$ cat src/rtl/mealy_seq_detector.sv
// mealy_seq_detector: zero-latency Mealy recogniser for a programmable LEN-symbol pattern
// Ports: clock/reset_ (async, active low); x/dav symbol stream; overlap mode;
//        clear sync flush; z same-cycle match flag; count saturating matches;
//        fill number of valid history symbols.
// Optional: define SEQ_DETECT_TIMEOUT_EN to abandon partial patterns after TIMEOUT idle cycles.
module mealy_seq_detector #(
    parameter int W = 2,
    parameter int LEN = 3,
    parameter logic [LEN*W-1:0] PATTERN = {2'd1, 2'd2, 2'd3},
    parameter int CW = 8,
    parameter int TIMEOUT = 15
) (
    input  logic                    clock,
    input  logic                    reset_,
    input  logic [W-1:0]            x,
    input  logic                    dav,
    input  logic                    overlap,
    input  logic                    clear,
    output logic                    z,
    output logic [CW-1:0]           count,
    output logic [$clog2(LEN)-1:0]  fill
);
    localparam int FW = $clog2(LEN);
    localparam int HW = (LEN - 1) * W;
    localparam logic [FW-1:0] FULL = FW'(LEN - 1);

    if (LEN < 2 || TIMEOUT < 1 || TIMEOUT > 255) begin : g_bad_param
        $error("mealy_seq_detector: LEN must be >= 2 and TIMEOUT in 1..255");
    end

    logic [HW-1:0]   hist, hist_n;
    logic [FW-1:0]   fill_n;
    logic [CW-1:0]   count_n, count_inc;
    logic [HW+W-1:0] cat;
`ifdef SEQ_DETECT_TIMEOUT_EN
    logic [7:0]      idle, idle_n;
    logic            expire;
`endif

    always_ff @(posedge clock or negedge reset_) begin
        if (!reset_) begin
            hist  <= '0;
            fill  <= '0;
            count <= '0;
`ifdef SEQ_DETECT_TIMEOUT_EN
            idle  <= '0;
`endif
        end else begin
            hist  <= hist_n;
            fill  <= fill_n;
            count <= count_n;
`ifdef SEQ_DETECT_TIMEOUT_EN
            idle  <= idle_n;
`endif
        end
    end

    always_comb begin
        cat       = {hist, x};
        count_inc = &count ? count : count + 1'b1;
        hist_n    = hist;
        fill_n    = fill;
        count_n   = count;
`ifdef SEQ_DETECT_TIMEOUT_EN
        // Flush lands on the edge that would make the idle count reach TIMEOUT.
        expire    = !dav && !clear && idle == 8'(TIMEOUT - 1);
        idle_n    = (dav || clear || expire) ? 8'd0 : idle + 8'd1;
`endif
        if (clear) begin
            hist_n  = '0;
            fill_n  = '0;
            count_n = '0;
        end else if (dav && z) begin
            hist_n  = overlap ? cat[HW-1:0] : '0;
            fill_n  = overlap ? FULL : '0;
            count_n = count_inc;
        end else if (dav) begin
            hist_n  = cat[HW-1:0];
            fill_n  = fill == FULL ? FULL : fill + 1'b1;
        end
`ifdef SEQ_DETECT_TIMEOUT_EN
        else if (expire) begin
            hist_n  = '0;
            fill_n  = '0;
        end
`endif
    end

    always_comb z = dav && !clear && fill == FULL && {hist, x} == PATTERN;
endmodule

$ cat config.mk
export PLATFORM = sky130hd
export DESIGN_NAME = mealy_seq_detector
export DESIGN_NICKNAME = d
export VERILOG_FILES = /design/src/rtl/mealy_seq_detector.sv
export SDC_FILE = /design/constraint.sdc
export NUM_CORES = 1
export LEC_CHECK = 0
export CELL_PAD_IN_SITES_DETAIL_PLACEMENT = 0
export CELL_PAD_IN_SITES_GLOBAL_PLACEMENT = 1
export CORE_AREA = 2 2 45 57
export CTS_CLUSTER_SIZE = 16
export DETAILED_ROUTE_END_ITERATION = 10
export DIE_AREA = 0 0 47 59
export GPL_TIMING_DRIVEN = 1
export PLACE_DENSITY = 0.71
export SYNTH_ARGS = -nofsm -noshare
export SYNTH_HDL_FRONTEND = slang
export SYNTH_SLANG_ARGS = --single-unit
$ cat constraint.sdc
create_clock -name clock -period 2 [get_ports clock]
set_clock_uncertainty 0.2 [all_clocks]
set_input_delay 0.5 -clock clock [delete_from_list [all_inputs] [get_ports clock]]
set_output_delay 0.5 -clock clock [all_outputs]
set_load 0.01 [all_outputs]
Word-level counts from Yosys, hierarchy flattened
Cells that the tools add are included.

Register bits after elaboration: 14. Latch bits: 0. Memory bits (writable): 0. Bits in read-only memories: 0. Bits of input ports: 7. Output and inout bits: 11. Logic and storage cells: 29. Memories: 0.

Add/sub/neg operators: 2. $mul: 0. Divide/modulo/power cells: 0. Magnitude comparators: 0. Equal/unequal tests: 3. Shift-type cells: 0. Multiplexer cells: 12. Bitwise operators: 0. Reduce and logical (&&, ||, !) cells: 9.

Operator list (count): $mux 8 (3); $mux 4 (4); $mux 2 (5); $add 8x1->8 const B (1); $reduce_and 8->1 (1); $eq 6x5->1 const B (1); $logic_and 1x1->1 (4); $reduce_bool 3->1 (1); $add 2x1->2 const B (1); $eq 2x2->1 const B (1); $ne 2x2->1 const B (1); $reduce_and 2->1 (1); $reduce_bool 2->1 (1); $logic_not 1->1 (1).

Depth between registers and ports, before layout
Word-level depth: 7. Depth in mapped cells: 6. Mapped depth without buffers: 6.

Worst setup path after synthesis
Ideal clock, no wire load.

Path type: register -> output. Start point: register fill[0]. End point: output port z. Data arrival time: 1.171 ns. Data required time: 1.300 ns. Path slack: 0.129 ns. Cell stages (with the launch flop): 5. Buffers on the path: 0. Cells stage by stage: dfrtp_1 inv_1 ha_1 nand4b_4 nor3_2.

Longest elaborated chain between the ends: 3.

Ends and longest elaborated chain: start, declared (line 21) `output logic [$clog2(LEN)-1:0] fill`; start signal, assigned (line 50) `fill <= fill_n;`; $eq 2x2->1 (line 89) `always_comb z = dav && !clear && fill == FULL && {hist, x} == PATTERN;`; $logic_and 1x1->1 (2 in a row) (line 89); end, declared (line 19) `output logic z,`.

Every way passes these cells.

Worst setup path after layout
Start point: input port clear. End point: output port z.

Longest elaborated chain between the ends: 4.

Ends and longest elaborated chain: start, declared (line 18) `input logic clear,`; $logic_not 1->1 (line 89); $logic_and 1x1->1 (3 in a row) (line 89).

Every way passes these cells.

==> summary.txt <==
Run status
  – Status: finished, violations left
  – Failing checks: setup timing

Finish
  – Nets: between 100 and 150
  – Share of layout cells above drive strength 1: around 34%
  – Most common cell after layout, fill and taps aside: buf_4
  – Commonest cells after routing, fill and taps aside: 25 x buf_4, 12 x dfrtp_1, 9 x clkdlybuf4s50_1
  – Layout area overhead: 54.9%
  – Fillcell total: 220
  – Fin area: around 1200 um^2
  – N_diodes: 0

Synth
  – Top cells by area, synth: dfrtp_1 44%, ha_1 4.7%, a21oi_1 3.8%
  – Multiplexer share of the synthesized area: roughly 3.8%
  – Adder-cell area share of the yosys netlist: approximately 4.7%
  – Sequential share of the synthesized area: between 40 and 50%
  – Synth cell types: 34
  – Post-synthesis compound-gate area fraction: between 15 and 20%
  – Post-synth top area cell: dfrtp_1
  – Largest family of logic cells by synthesized area: simple AND/OR/NAND/NOR gates
  – Post-Synth Simple-Gate Area: around a quarter
  – Mapped Avg Cell Area: roughly 11 um^2
  – Synth Warn #: 0
  – Syn_nets: 85
  – Mapped Cells: 75
  – Synth top area share: between 40% and 50%
  – Post-Syn Area: ~790 um^2
  – Synthesized flop and latch total: 14
  – XOR/XNOR Fraction of Synth Area: 0%

Die
  – # IOs: 18
  – Die Span Y: around 59 um
  – Rows: 19
  – Die ar.: 2770 um^2
  – Initial Utilization: a little over a third
  – Die Width: between 40 and 50 um
  – Core area: approximately 2200 um^2

Global routing
  – Largest net degree at the start of global routing: 16
  – Remaining Overflow, GRT: 0
  – Number of global-route vias before repair: 783
  – Overall Global Routing Usage: approximately 17%
  – Initial antenna violation count: 0
  – First-pass GRT wire length: around 3500 um

Critical path
  – Worst Path Max Fanout: 2
  – R2R cell count: 8
  – Worst setup EP type: output pin
  – Required time of the worst setup path: approximately 1.3 ns
  – Startpoint types: input pin
  – WP data arrival: 1.30 ns
  – Critical path type: input pin to output pin

Timing
  – Worst hold margin: roughly 0.32 ns
  – RSZ-0062 raised after global routing: yes
  – TNS Setup: -0.00359 ns
  – Min cycle time layout: between 2 and 2.5 ns
  – Worst Max-Slew Pin Slew: around 0.35 ns
  – Final hold violation count: 0
  – Final worst slack: -0.00359 ns
  – Final setup fails: 1
  – Max-slew violations: 0
  – Fmax: 499 MHz
  – Worst slew margin: approximately 76%
  – Final worst-path cycle share: 100%

Power and ir drop
  – Sw Share: 25.1%
  – Reg power frac: 53.8%
  – Sw Pwr: 0.000138 W
  – PwrDens: 447 nW/um^2
  – Clk network pwr share: between 20% and 30%
  – Power Internal: between 0.0004 and 0.0005 W
  – Worst-case vdd ir drop: between 0.3 and 0.4 mV
  – Leak pwr: approximately 0.6 nW
  – Gate power share: 17.7%
  – Design Power: 0.000549 W

Drt
  – First drt pass iteration count: 4
  – Total Wirelength: approximately 2000 um
  – Starting DRT DRC Count: 15
  – # DRC: 0
  – Via count: roughly 760
  – Via density: slightly above 5
  – WL per Instance: around 13 um
  – ANT nets after route: 0

Placed design
  – Post-DP HPWL: approximately 1400 um
  – GP Congestion: 0.760
  – Placed Instance Area: ~1100 um^2
  – I/O Buffers: 17
  – Place WS: -0.612 ns

Clock tree
  – Max clock buf depth: 2
  – TritonCTS Buffers: 3
  – CTS H-tree depth: 1
  – CTS tree: yes
  – Clock sink total: 14
  – Clk slew on worst S/H paths: 0.08 ns
  – Root buffer cell: clkbuf_4
  – Clk Latency, worst-skew pair: approximately 0.28 ns
  – Cts hold-fix bufs: 0

Hold path
  – Worst hold path class: flip-flop to flip-flop
  – Cells on Worst Hold Path: 1

Job
  – Total of max-cap violations: 0
[flip-flops by register name, indices dropped and copies added, names as in the netlist]
signal,flops
count,8
fill,2
hist,4
[per-layer routing]
metal | vias to the layer above | global-route usage [%] | routed length, um
met2 | 18 | 27.6 | 961
li1 | 371 | - | -
met4 | 0 | 8.33 | 31
met3 | 4 | 2.13 | 86
met1 | 362 | 22.5 | 884
met5 | - | 0 | 0
[final timing paths]
path                                           start              endpoint  slack [ns]
min in group asynchronous                     reset_   fill[0]$_DFFE_PN0P_        0.33
worst max-delay path                           clear                     z      -0.004
worst min register to register  count[0]$_DFFE_PN0P_  count[0]$_DFFE_PN0P_        0.32
worst min-delay path            count[0]$_DFFE_PN0P_  count[0]$_DFFE_PN0P_        0.32
worst max register to register   fill[0]$_DFFE_PN0P_  count[7]$_DFFE_PN0P_        0.04
max in group asynchronous                     reset_  count[7]$_DFFE_PN0P_        1.09
[final cells by class]
cell class              instances  area, um^2  share of cell area [%]
well taps                      31        38.8                    3.16
multi-input cells              54         443                    36.0
repair buffers                 42         353                    28.7
clock buffers                   3        22.5                    1.83
inverters                       5        18.8                    1.53
flip-flops and latches         14         353                    28.7
[cells in the mapped netlist]
cell and n:
o311ai_0 1, clkbuf_1 1, a21oi_1 6, nor4_2 1, o41a_1 1, and3_1 1, inv_1 5, nand4_1 2
nand3b_1 1, a311oi_1 1, nand2_1 3, nor2b_1 1, o31ai_1 1, nand3_1 2, a41o_1 1, nor3_1 1
nor2_1 6, a31oi_1 1, nand2b_1 4, nand2b_2 1, a31o_2 2, ha_1 3, and4_1 1, nand4b_4 1
buf_2 1, o21ai_0 1, and2_1 1, and4b_1 1, a211oi_1 2, nor3_2 1, nor4_4 1, dfrtp_1 14
mux2i_1 3, a32o_1 2
[per-stage QoR]
stage | instances | utilization [%]
3_5_place_dp | 138 | 51.3
5_1_grt | 149 | 56.2
6_report | 149 | 56.2
3_3_place_gp | 138 | 51.3
2_1_floorplan | 75 | -
4_1_cts | 142 | 53.0
[power groups by stage]
stage                     sequential, W  clock, W  combinational (W)
after floorplan                0.000303         0          0.0000365
after global placement         0.000300         0          0.0000932
after detailed placement       0.000301         0          0.0000933
after CTS                      0.000296  0.000164          0.0000943
after global routing           0.000297  0.000178           0.000109
final                          0.000296  0.000157          0.0000971
[critical path: stages]
cell and delay (ns):
clkdlybuf4s15_1 0.19, nand3b_1 0.23, nor3_4 0.23, buf_2 0.15
[what timing repair did]
action                     CTS  global route
resized for setup           14             5
setup endpoints to repair    5            10
pin swaps                    3             3
buffers inserted             1             7
[cell families after synthesis]
group,after synthesis
muxes,3
and+or+nand+nor,29
DFF,14
buffers and inverters,7
adders and majority gates,3
AOI/OAI and AO/OA,19
(Power assumes the default switching activity.)
